## src/rtl/ldst_exec_unit.sv

```systemverilog
// Load/store execution unit: one instruction at a time, internal register file, handshaked memory port.
// Sticky error reporting, including memory timeout; only reset leaves the error state.
module ldst_exec_unit #(
  parameter int INSTRUCTIONWIDTH = 32,
  parameter int WORDWIDTH        = 32,
  parameter int ADDRWIDTH        = 16,
  parameter int NREGS            = 8,
  parameter int TIMEOUT          = 15
) (
  input  logic                        clk,
  input  logic                        reset,
  input  logic                        instrValid,
  input  logic [INSTRUCTIONWIDTH-1:0] instruction,
  output logic                        instrReady,
  output logic                        done,
  input  logic [3:0]                  dbgIdx,
  output logic [WORDWIDTH-1:0]        dataOut,
  input  logic                        rdEn,
  input  logic                        wtEn,
  input  logic [WORDWIDTH-1:0]        dataFromMem,
  output logic [1:0]                  rwToMem,
  output logic [ADDRWIDTH-1:0]        addrToMem,
  output logic [WORDWIDTH-1:0]        dataToMem,
  output logic [1:0]                  errReg
);

  localparam int OPW = INSTRUCTIONWIDTH - 8;
  localparam int IW  = (NREGS > 1) ? $clog2(NREGS) : 1;
  localparam int CW  = $clog2(TIMEOUT + 1);
  localparam logic [4:0] NREGS_W = 5'(NREGS);

  localparam logic [3:0] OP_NOP = 4'd0, OP_LD = 4'd1, OP_ST = 4'd2, OP_LDI = 4'd3, OP_STI = 4'd4;
  localparam logic [1:0] MEM_IDLE = 2'd0, MEM_READ = 2'd1, MEM_WRITE = 2'd2;
  localparam logic [1:0] NOERR = 2'd0, ERR_CPUOP = 2'd1, ERR_TIMEOUT = 2'd2, ERR_REG = 2'd3;

  typedef enum logic [1:0] {IDLE, RD_WAIT, WR_WAIT, ERROR} state_t;

  state_t                 state, state_nxt;
  logic [WORDWIDTH-1:0]   regs [NREGS];
  logic [IW-1:0]          ld_reg;
  logic [CW-1:0]          tcnt;

  logic [3:0]             op, rd;
  logic [OPW-1:0]         operand;
  logic [IW-1:0]          rd_idx;
  logic [ADDRWIDTH-1:0]   addr;
  logic [WORDWIDTH-1:0]   imm, sti_imm;
  logic                   accept, op_illegal, reg_bad, timeout_hit;

  assign op          = instruction[INSTRUCTIONWIDTH-1 -: 4];
  assign rd          = instruction[INSTRUCTIONWIDTH-5 -: 4];
  assign operand     = instruction[OPW-1:0];
  assign rd_idx      = rd[IW-1:0];
  assign addr        = operand[ADDRWIDTH-1:0];
  assign imm         = WORDWIDTH'(operand);
  // STI carries its immediate in the operand bits above the address field
  assign sti_imm     = WORDWIDTH'(operand >> ADDRWIDTH);
  assign accept      = instrValid && instrReady;
  assign op_illegal  = (op > OP_STI);
  assign reg_bad     = (op == OP_LD || op == OP_ST || op == OP_LDI) && ({1'b0, rd} >= NREGS_W);
  assign timeout_hit = (tcnt == CW'(TIMEOUT - 1));

  always_ff @(posedge clk) begin
    if (reset) state <= IDLE;
    else       state <= state_nxt;
  end

  always_comb begin
    state_nxt = state;
    case (state)
      IDLE: begin
        if (accept) begin
          if (op_illegal || reg_bad)           state_nxt = ERROR;
          else if (op == OP_LD)                state_nxt = RD_WAIT;
          else if (op == OP_ST || op == OP_STI) state_nxt = WR_WAIT;
        end
      end
      RD_WAIT: begin
        if (rdEn)             state_nxt = IDLE;
        else if (timeout_hit) state_nxt = ERROR;
      end
      WR_WAIT: begin
        if (wtEn)             state_nxt = IDLE;
        else if (timeout_hit) state_nxt = ERROR;
      end
      default: state_nxt = ERROR;
    endcase
  end

  always_comb begin
    instrReady = (state == IDLE);
    dataOut    = '0;
    if ({1'b0, dbgIdx} < NREGS_W) dataOut = regs[dbgIdx[IW-1:0]];
  end

  always_ff @(posedge clk) begin
    if (reset) begin
      for (int i = 0; i < NREGS; i++) regs[i] <= '0;
      rwToMem   <= MEM_IDLE;
      addrToMem <= '0;
      dataToMem <= '0;
      done      <= 1'b0;
      errReg    <= NOERR;
      tcnt      <= '0;
      ld_reg    <= '0;
    end else begin
      done <= 1'b0;
      case (state)
        IDLE: begin
          if (accept) begin
            if (op_illegal)   errReg <= ERR_CPUOP;
            else if (reg_bad) errReg <= ERR_REG;
            else begin
              case (op)
                OP_NOP: done <= 1'b1;
                OP_LDI: begin
                  regs[rd_idx] <= imm;
                  done         <= 1'b1;
                end
                OP_LD: begin
                  rwToMem   <= MEM_READ;
                  addrToMem <= addr;
                  ld_reg    <= rd_idx;
                  tcnt      <= '0;
                end
                OP_ST, OP_STI: begin
                  rwToMem   <= MEM_WRITE;
                  addrToMem <= addr;
                  dataToMem <= (op == OP_ST) ? regs[rd_idx] : sti_imm;
                  tcnt      <= '0;
                end
                default: ;
              endcase
            end
          end
        end
        RD_WAIT: begin
          // an enable on the expiry edge still completes normally
          if (rdEn) begin
            regs[ld_reg] <= dataFromMem;
            rwToMem      <= MEM_IDLE;
            done         <= 1'b1;
          end else if (timeout_hit) begin
            errReg  <= ERR_TIMEOUT;
            rwToMem <= MEM_IDLE;
          end else begin
            tcnt <= tcnt + 1'b1;
          end
        end
        WR_WAIT: begin
          if (wtEn) begin
            rwToMem <= MEM_IDLE;
            done    <= 1'b1;
          end else if (timeout_hit) begin
            errReg  <= ERR_TIMEOUT;
            rwToMem <= MEM_IDLE;
          end else begin
            tcnt <= tcnt + 1'b1;
          end
        end
        default: rwToMem <= MEM_IDLE;
      endcase
    end
  end

endmodule
```

## config.mk

```make
export PLATFORM = sky130hd
export DESIGN_NAME = ldst_exec_unit
export DESIGN_NICKNAME = d
export VERILOG_FILES = /design/src/rtl/ldst_exec_unit.sv
export SDC_FILE = /design/constraint.sdc
export NUM_CORES = 1
export LEC_CHECK = 0
export ABC_AREA = 1
export ABC_CLOCK_PERIOD_IN_PS = 4400
export BUFFER_PORTS_ARGS = -buffer_cell sky130_fd_sc_hd__buf_4
export CELL_PAD_IN_SITES_DETAIL_PLACEMENT = 0
export CELL_PAD_IN_SITES_GLOBAL_PLACEMENT = 1
export CORE_MARGIN = 2
export CORE_UTILIZATION = 49
export CTS_BUF_LIST = sky130_fd_sc_hd__clkbuf_16
export CTS_CLUSTER_SIZE = 25
export DETAILED_ROUTE_END_ITERATION = 16
export GPL_ROUTABILITY_DRIVEN = 0
export PLACE_DENSITY = 0.95
export SYNTH_ARGS = -nofsm -noshare
export SYNTH_HDL_FRONTEND = slang
export SYNTH_SLANG_ARGS = --single-unit
```

## constraint.sdc

```tcl
create_clock -name clk -period 4.4 [get_ports clk]
set_clock_uncertainty 0.1 [all_clocks]
set_input_delay 0.66 -clock clk [delete_from_list [all_inputs] [get_ports clk]]
set_output_delay 0.66 -clock clk [all_outputs]
set_load 0.01 [all_outputs]
```

==> impl_metrics.py, run 1 <==
metrics = {
    "timing": {
        "fin_ws_ns": 1.22,
        "worstMarginPinSlew_ns": 1.01,
        "clock.fmax_ghz": 0.315,
        "layout_worst_path_cycle_share_pct": 72.2,
        "min_period_ns": 3.18,
        "slew_headroom_pct": 30.5,
        "drv_slew": 0,
        "setup_viol": 0,
        "rsz0062_at_grt": "false",
        "hold_viol": 0,
        "tns_ns": 0,
    },
    "clock_network": {
        "clk_latency_ns": 0.52,
        "clk_pin_slew_worst_paths_ns": 0.06,
        "post_cts_buffers": 0,
        "clock-sinks": 318,
        "numCtsBuffers": 36,
        "htree_num_levels": 2,
        "cts_buffer_depth": 3,
        "cts_tree": "yes",
        "ctsHoldBuffers": 0,
        "post_cts_resized": 0,
        "root_buffer": "clkbuf_16",
    },
    "drt": {
        "vias": 15000,
        "wire_per_inst_um": 21.0,
        "drt_wl_total_mm": 52.3,
        "ant_nets": 0,
        "initialDrtViolationCount": 1889,
        "routed_via_density": 6.03,
        "drcViolationCount": 0,
        "firstDrtPassIters": 6,
    },
    "worst_setup_path": {
        "worst_setup_path_end_kind": "flop",
        "crit_type": "reg2reg",
        "critPathMaxFanout": 19,
        "cp.required_ns": 4.51,
        "start_kind": "flop",
        "critPathArrivalTime_ns": 3.29,
        "r2r_slack_ns": 1.22,
    },
    "finish": {
        "reg_top3": "regs: 256 flops, dataToMem: 32 flops, addrToMem: 16 flops",
        "final_common_cell": "nor2_1",
        "largest_register_ff_count": 256,
        "syn2layout_area_growth_pct": 16.4,
        "fillers": 2822,
        "layout_common_cells": "521 x nor2_1, 405 x o21ai_0, 256 x edfxtp_1, 204 x buf_4, 174 x a21oi_1",
        "top_register": "regs",
        "drive_gt1_share_pct": 13.7,
        "diodes": 0,
        "nNetsFinal": 2093,
    },
    "global_routing": {
        "antenna_found_initial": 0,
        "grt_use_total_pct": 29.9,
        "grt-ovfl-total": 0,
        "grt_pass1_vias": 14100,
        "grt_pass1_wl_mm": 78.7,
        "grt_start_max_net_pins": 85,
    },
    "synth": {
        "synth_warnings": 0,
        "syn-instance-count": 1916,
        "ys_ff_latch": 318,
        "ys_types": 26,
        "synth_area_leaders": "edfxtp_1 47%, o21ai_0 12%, nor2_1 12%",
        "synth_area_um2": 16300,
        "yosys.area.top_type_share_pct": 47.3,
        "ys_seq_area_share_pct": 54.9,
        "synth_fp_nets": 1995,
        "avgSynthCellArea_um2": 8.49,
        "synth_top_cell_by_area": "edfxtp_1",
    },
    "power_and_ir_drop": {
        "cellLeakagePower_nw": 7.32,
        "p_per_area_nw_per_um2": 401,
        "peakVddDrop_uv": 284,
    },
    "run": {
        "maxCapViolCount": 0,
    },
    "place": {
        "hpwl_mm": 30.8,
        "pre_cts_ws_ns": 1.20,
        "io_buffers": 158,
    },
    "die": {
        "ios": 159,
        "coreArea_um2": 32600,
        "die_h_um": 186,
        "die_x_um": 186,
        "start_util_pct": 49.9,
        "fp-row-count": 66,
        "dieArea_um2": 34700,
    },
    "status": {
        "status": "complete, no violations",
    },
    "min_path": {
        "hold_class": "in2reg",
    },
}
## metrics by stage
step	power, mW	utilization [%]	cells	hold slack (ns)	area, um2
after global placement	4.69	54.6	2418	0.342	17800
after global routing	7.87	58.1	2484	0.285	18900
after floorplan	4.27	-	1916	0.330	16300
after detailed placement	4.72	54.6	2418	0.347	17800
final	7.59	58.1	2484	0.287	18900
after CTS	7.59	58.1	2484	0.277	18900
## per-layer routing
metal | track usage [%] | part of all wire [%] | vias up
met5 | 0 | 0 | -
met4 | 14.0 | 4.4 | 0
met3 | 5.39 | 11 | 150
met2 | 49.0 | 46 | 1008
met1 | 38.8 | 38 | 7010
li1 | - | - | 6799
## layout make-up
cell class | instances | area (um2) | share of cell area, %
well taps | 442 | 553 | 2.92
clock inverters | 29 | 211 | 1.12
clock buffers | 37 | 926 | 4.89
repair buffers | 207 | 1590 | 8.40
inverters | 107 | 402 | 2.12
multi-input cells | 1344 | 6330 | 33.4
flip-flops and latches | 318 | 8930 | 47.1
## path summary, 6_finish.rpt
| check | from | end | cells after the start |
|---|---|---|---|
| max | state[1]$_SDFFE_PP0P_ | regs[6][12]$_SDFFCE_PN0P_ | 11 |
| min reg2reg | errReg[1]$_SDFFE_PP0P_ | errReg[1]$_SDFFE_PP0P_ | 2 |
| min | reset | rwToMem[1]$_SDFFE_PP0P_ | 2 |
| max reg2reg | state[1]$_SDFFE_PP0P_ | regs[6][12]$_SDFFCE_PN0P_ | 11 |
## report_power, final
group	switching, mW	internal (mW)
clock network	1.21	1.70
registers	0.0820	3.39
logic	0.821	0.386
## synth_stat cells
| library cell | n |
|---|---|
| o211ai_1 | 64 |
| or2_2 | 2 |
| nand2_2 | 8 |
| nand4_1 | 3 |
| o22ai_1 | 1 |
| buf_4 | 4 |
| o21a_1 | 1 |
| nor2_1 | 523 |
| o21ai_0 | 405 |
| nor3_1 | 1 |
| ha_1 | 6 |
| nor2_2 | 2 |
| inv_1 | 103 |
| inv_2 | 4 |
| nand3_1 | 50 |
| edfxtp_1 | 256 |
| mux2i_1 | 16 |
| dfxtp_1 | 62 |
| o21ai_4 | 1 |
| o21ai_1 | 15 |
| clkbuf_1 | 87 |
| a21oi_1 | 174 |
| buf_2 | 48 |
| buf_1 | 8 |
| nand3_2 | 1 |
| nand2_1 | 71 |
## kinds of logic (layout without fill, tap and decap cells)
logic type,Yosys count,in the layout,share of synthesized area [%]
compound gates,661,661,21.4
simple gates,661,661,15.9
flops,318,318,54.9
buf+inv,254,380,6.32
mux,16,16,0.985
fa+ha+maj,6,6,0.462
## critical path, stage by stage (launching register included)
cell     delay, ns
dfxtp_1       0.33
inv_1         0.12
ha_1          0.19
nand2_1       0.11
nor2_4        0.48
nand2_1       0.12
o21ai_1       0.24
inv_1         0.15
nor2_1        0.15
nand2_2       0.07
nand2_1       0.49
buf_12        0.29
Note: power is estimated with default switching activity, not from simulation.
==> inputs of run 2 (changes only) <==
ABC_CLOCK_PERIOD_IN_PS = 3330   (was 4400)
CORE_UTILIZATION = 45   (was 49)
PLACE_DENSITY = 0.9   (was 0.95)
clock period = 3.33 ns   (was 4.4 ns; I/O delays follow)
==> run 2 against run 1 <==
Compared with the run above:
- worst hold slack lost 0.15 ns
- cell area increased by 1.5%
- combinational power increased by 36%
- non-clock buffer count is 14 higher
- die area up 8.7%
- core utilization shrank 4.0 points
- final cell count is 1.2% higher
- register-to-register slack worse by 0.69 ns
==> impl_metrics.py, run 2 (same netlist as run 1, synthesis figures left out) <==
metrics = {
    "finish": {
        "final_cell_count_no_fill": 2515,
        "nNetsFinal": 2107,
        "reg_top3": "regs: 256 flops, dataToMem: 32 flops, addrToMem: 16 flops",
        "final_common_cell": "nor2_1",
        "top_register": "regs",
        "regArea_um2": 8930,
        "multi_input_area_um2": 6330,
        "drive_gt1_share_pct": 14.2,
        "syn2layout_area_growth_pct": 18.2,
        "diodes": 0,
        "layout_common_cells": "521 x nor2_1, 405 x o21ai_0, 256 x edfxtp_1, 211 x buf_4, 174 x a21oi_1",
        "fillers": 3237,
        "largest_register_ff_count": 256,
    },
    "worst_setup_path": {
        "r2r_slack_ns": 0.53,
        "crit_path_top_delay_cell": "buf_4",
        "cpMostUsedCell": "o21ai_0",
        "crit_path_cell_trace": "buf_4 -> buf_12 -> o21ai_0 -> o21ai_0 -> o21ai_0 -> nor2_1 -> buf_4",
        "cp_num_buf_inv": 3,
        "crit_type": "in2out",
        "start_kind": "input port",
        "worstReg2RegEnd": "regs[2][18]$_SDFFCE_PN0P_",
        "worst_setup_path_end_kind": "output pin",
        "critPathArrivalTime_ns": 2.25,
        "critPathMaxFanout": 78,
        "crit_family": "buffers and inverters",
        "cp.required_ns": 2.73,
        "worst_r2r_path_depth": 11,
        "slowest_delay_ns": 0.68,
        "r2r_start": "state[1]$_SDFFE_PP0P_",
    },
    "clock_network": {
        "root_buffer": "clkbuf_16",
        "cts_tree": "yes",
        "post_cts_buffers": 0,
        "htree_num_levels": 2,
        "ctsHoldBuffers": 0,
        "clk_pin_slew_worst_paths_ns": 0.06,
        "clk_latency_ns": 0.51,
        "post_cts_resized": 0,
        "numCtsBuffers": 36,
        "cts_buffer_depth": 3,
        "clock-sinks": 318,
    },
    "drt": {
        "initialDrtViolationCount": 1969,
        "drcViolationCount": 0,
        "vias": 14800,
        "drt_wl_total_mm": 53.0,
        "firstDrtPassIters": 6,
        "routed_via_density": 5.90,
        "wire_per_inst_um": 21.1,
        "ant_nets": 0,
    },
    "timing": {
        "layout_worst_path_cycle_share_pct": 85.7,
        "drv_slew": 0,
        "worstMarginPinSlew_ns": 1.09,
        "fin_ws_ns": 0.478,
        "slew_headroom_pct": 27.2,
        "rsz0062_at_grt": "false",
        "tns_ns": 0,
        "setup_viol": 0,
        "clock.fmax_ghz": 0.351,
        "min_period_ns": 2.85,
        "hold_viol": 0,
    },
    "place": {
        "io_buffers": 158,
        "hpwl_mm": 32.2,
        "dp_cells": 2451,
        "pre_cts_ws_ns": 0.562,
    },
    "power_and_ir_drop": {
        "cellLeakagePower_nw": 7.44,
        "totalPowerFinal_mw": 10.3,
        "peakVddDrop_uv": 564,
        "p_per_area_nw_per_um2": 534,
    },
    "global_routing": {
        "grt_start_max_net_pins": 100,
        "grt-ovfl-total": 0,
        "grt_use_total_pct": 27.4,
        "antenna_found_initial": 0,
        "grt_pass1_wl_mm": 81.1,
        "grt_pass1_vias": 14100,
    },
    "min_path": {
        "holdPathStages": 2,
        "min_from": "reset",
        "hold_class": "in2reg",
        "worstHoldEndpoint": "tcnt[3]$_SDFFE_PP0P_",
    },
    "die": {
        "coreArea_um2": 35600,
        "die_x_um": 194,
        "die_h_um": 194,
        "ios": 159,
        "dieArea_um2": 37700,
        "start_util_pct": 45.7,
        "fp-row-count": 69,
    },
    "status": {
        "status": "complete, no violations",
    },
    "run": {
        "maxCapViolCount": 0,
    },
}
run 2: changes by cell type in the layout (fill, tap and decap cells not counted):
cell       before  now
buf_12          3   10
buf_4         204  211
clkbuf_16      37   41
clkinv_1        7    8
clkinv_2        8    3
inv_1         110  108
inv_4           0    1
inv_6           2    0
inv_8           0    1
run 2: per-layer routing:
layer / GRT usage (%) / vias up / part of all wire, %
met4: 9.23 / 0 / 3.3
li1: - / 6830 / -
met1: 36.5 / 6918 / 38
met5: 0 / - / 0
met3: 5.53 / 126 / 12
met2: 44.8 / 961 / 46
run 2: cell type report:
type / instances / area share, %
sequential: 318 / 46.4
clock buffer: 41 / 5.34
timing repair buffer: 221 / 9.28
multi-input combinational: 1344 / 32.9
tap: 461 / 3.00
inverter: 107 / 2.09
clock inverter: 23 / 0.950
run 2: worst max-delay path by stage:
stage | from | endpoint | cells after the start
after global placement | dbgIdx[1] | dataOut[9] | 7
after detailed placement | dbgIdx[1] | dataOut[10] | 7
after CTS | dbgIdx[1] | dataOut[9] | 7
after global routing | state[1]$_SDFFE_PP0P_ | regs[2][21]$_SDFFCE_PN0P_ | 11
after floorplan | state[1]$_SDFFE_PP0P_ | regs[1][0]$_SDFFCE_PN0P_ | 12
final | dbgIdx[1] | dataOut[9] | 7
run 2: report_power, final:
part | internal [mW] | total, mW | switching [mW]
clock network | 2.44 | 4.04 | 1.61
logic | 0.544 | 1.64 | 1.10
registers | 4.48 | 4.59 | 0.105
run 2: metrics by stage:
step / instance area [um2] / utilization (%) / hold slack, ns
after floorplan: 16300 / - / 0.330
after global placement: 18000 / 50.7 / 0.342
after detailed placement: 18000 / 50.7 / 0.348
after CTS: 19200 / 54.1 / 0.122
after global routing: 19200 / 54.1 / 0.133
final: 19200 / 54.1 / 0.137
==> inputs of run 3 (changes only) <==
ABC_AREA = unset   (was 1)
CORE_UTILIZATION = 49   (was 45)
==> run 3 against run 2 <==
Compared with the run above:
- first-iteration DRC count shrank 29%
- via count shrank 18%
- largest power group unchanged
- synthesized area shrank 0.51%
- flip-flop and latch count is the same
- final cell count shrank 27%
- non-clock buffer count grew 9
==> impl_metrics.py, run 3 <==
metrics = {
    "finish": {
        "fillers": 2605,
        "largest_register_ff_count": 256,
        "nNetsFinal": 1453,
        "syn2layout_area_growth_pct": 18.7,
        "top_register": "regs",
        "diodes": 0,
        "final_cell_count_no_fill": 1843,
        "layout_common_cells": "256 x edfxtp_1, 223 x buf_4, 220 x a21oi_1, 115 x mux2i_1, 112 x mux4_2",
        "reg_top3": "regs: 256 flops, dataToMem: 32 flops, addrToMem: 16 flops",
        "final_common_cell": "edfxtp_1",
        "drive_gt1_share_pct": 29.2,
        "post-route-util_pct": 59.0,
    },
    "die": {
        "fp-row-count": 66,
        "coreArea_um2": 32500,
        "ios": 159,
        "dieArea_um2": 34500,
        "die_h_um": 186,
        "start_util_pct": 49.7,
        "die_x_um": 186,
    },
    "synth": {
        "synth_area_um2": 16200,
        "avgSynthCellArea_um2": 13.2,
        "synth_top_cell_by_area": "edfxtp_1",
        "synth_mux_area_share_pct": 22.7,
        "yosys.area_share.simple_pct": 6.90,
        "synth-main-ff-cell": "edfxtp_1",
        "synth_fp_nets": 1302,
        "synth_area_leaders": "edfxtp_1 48%, mux4_2 16%, dfxtp_1 7.7%",
        "yosys.area.top_type_share_pct": 47.5,
        "synth_warnings": 0,
        "synth_most_common_cell": "edfxtp_1",
        "synth_xor_area_share_pct": 0.0541,
        "ys_seq_area_share_pct": 55.2,
        "synth_compound_area_share_pct": 11.7,
        "syn-instance-count": 1223,
        "synth_top_family_by_area": "multiplexers",
        "ys_ff_latch": 318,
        "async_flop_share_pct": 0,
        "ys_top_cells_by_count": "256 x edfxtp_1, 221 x a21oi_1, 115 x mux2i_1, 112 x mux4_2, 110 x nor2_1",
        "synth_edf_count": 256,
        "ys_types": 55,
        "synth-adder-area-share_pct": 0.464,
    },
    "drt": {
        "routed_via_density": 6.58,
        "vias": 12100,
        "firstDrtPassIters": 6,
        "ant_nets": 0,
        "drt_wl_total_mm": 49.1,
        "initialDrtViolationCount": 1401,
        "drcViolationCount": 0,
        "wire_per_inst_um": 26.7,
    },
    "place": {
        "pre_cts_ws_ns": 0.486,
        "dp_cells": 1779,
        "hpwl_mm": 30.5,
        "io_buffers": 158,
    },
    "clock_network": {
        "cts_buffer_depth": 3,
        "clock-sinks": 318,
        "post_cts_buffers": 0,
        "post_cts_resized": 0,
        "cts_tree": "yes",
        "root_buffer": "clkbuf_16",
        "htree_num_levels": 2,
        "ctsHoldBuffers": 0,
        "clk_latency_ns": 0.53,
        "numCtsBuffers": 35,
        "clk_pin_slew_worst_paths_ns": 0.06,
    },
    "worst_setup_path": {
        "worst_setup_path_end_kind": "flop",
        "r2r_start": "state[1]$_SDFFE_PP0P_",
        "critPathArrivalTime_ns": 2.81,
        "crit_type": "reg2reg",
        "crit_path_end": "regs[1][24]$_SDFFCE_PN0P_",
        "critPathMaxFanout": 8,
        "cp-startpoint": "state[1]$_SDFFE_PP0P_",
        "start_kind": "flop",
        "r2r_slack_ns": 0.65,
        "worst_r2r_path_depth": 7,
        "worstReg2RegEnd": "regs[1][24]$_SDFFCE_PN0P_",
        "cp.required_ns": 3.46,
    },
    "timing": {
        "worstMarginPinSlew_ns": 1.27,
        "fin_ws_ns": 0.650,
        "slew_headroom_pct": 15.1,
        "tns_ns": 0,
        "clock.fmax_ghz": 0.373,
        "layout_worst_path_cycle_share_pct": 80.5,
        "min_period_ns": 2.68,
        "rsz0062_at_grt": "false",
        "setup_viol": 0,
        "hold_viol": 0,
        "drv_slew": 0,
    },
    "global_routing": {
        "grt_start_max_net_pins": 46,
        "grt-ovfl-total": 0,
        "grt_use_total_pct": 29.0,
        "antenna_found_initial": 0,
        "grt_pass1_vias": 12500,
        "grt_pass1_wl_mm": 73.9,
    },
    "power_and_ir_drop": {
        "comb_power_share_pct": 11.6,
        "intPower_mw": 7.06,
        "p_switching_mw": 2.32,
        "cellLeakagePower_nw": 7.26,
        "power_frac_clock_pct": 40.5,
        "switching_share_pct": 24.7,
        "p_per_area_nw_per_um2": 488,
        "totalPowerFinal_mw": 9.38,
        "pwr-share-seq_pct": 47.9,
        "peakVddDrop_uv": 294,
    },
    "min_path": {
        "hold_class": "in2reg",
    },
    "status": {
        "status": "complete, no violations",
    },
    "run": {
        "maxCapViolCount": 0,
    },
}
run 3: changes by cell type in the layout (fill, tap and decap cells not counted), moves of 41 or more:
cell	delta
o21ai_0	-380
o211ai_1	-62
nand2_1	-41
inv_1	-99
a21oi_1	+46
nor2_1	-411
mux2i_1	+99
mux4_2	+112
run 3: metal layers:
metal / vias up / global-route usage [%] / part of all wire (%)
li1: 5129 / - / -
met1: 5998 / 37.0 / 36
met2: 849 / 46.7 / 48
met3: 142 / 7.88 / 12
met4: 0 / 12.8 / 4.3
met5: - / 0 / 0
run 3: logic make-up after synthesis:
logic type / after synthesis
compound gates: 325
xor+xnor: 1
fa+ha+maj: 6
buf+inv: 122
flops: 318
mux: 227
simple gates: 224
run 3: stage by stage:
| stage | hold WS [ns] | area (um2) |
|---|---|---|
| after floorplan | 0.378 | 16200 |
| after global placement | 0.353 | 18100 |
| after detailed placement | 0.350 | 18100 |
| after CTS | 0.137 | 19200 |
| after global routing | 0.149 | 19200 |
| final | 0.141 | 19200 |
run 3: worst min-delay path by stage:
stage	start	end	cells after the start
after detailed placement	dataToMem[25]$_SDFFE_PP0P_	dataToMem[25]$_SDFFE_PP0P_	1
final	instruction[1]	addrToMem[1]$_SDFFE_PP0P_	3
after CTS	instruction[1]	addrToMem[1]$_SDFFE_PP0P_	3
after floorplan	errReg[1]$_SDFFE_PP0P_	errReg[1]$_SDFFE_PP0P_	2
after global routing	instruction[1]	addrToMem[1]$_SDFFE_PP0P_	3
after global placement	dataToMem[14]$_SDFFE_PP0P_	dataToMem[14]$_SDFFE_PP0P_	1
run 3: layout make-up:
cell class                      count  area, um2  area share [%]
Clock inverter                     29        234            1.22
Tap cell                          442        553            2.88
Timing Repair Buffer              230       1810            9.45
Sequential cell                   318       8930            46.5
Inverter                            6       22.5           0.117
Clock buffer                       35        876            4.56
Multi-Input combinational cell    783       6770            35.3
run 3: power by group through the flow:
stage	sequential [mW]	clock [mW]	combinational, mW
3_5_place_dp	4.57	0	1.08
6_report	4.49	3.80	1.09
3_3_place_gp	4.55	0	1.07
2_1_floorplan	4.55	0	0.658
4_1_cts	4.49	3.82	1.09
5_1_grt	4.50	3.96	1.16
run 3: worst max-delay path, stage by stage (launching register included):
cell and delay, ns:
dfxtp_1 0.41, inv_1 0.09, ha_1 0.24, nand2_1 0.13, nor4b_4 0.54, nand4b_2 0.18
nand3b_1 0.44, buf_4 0.25
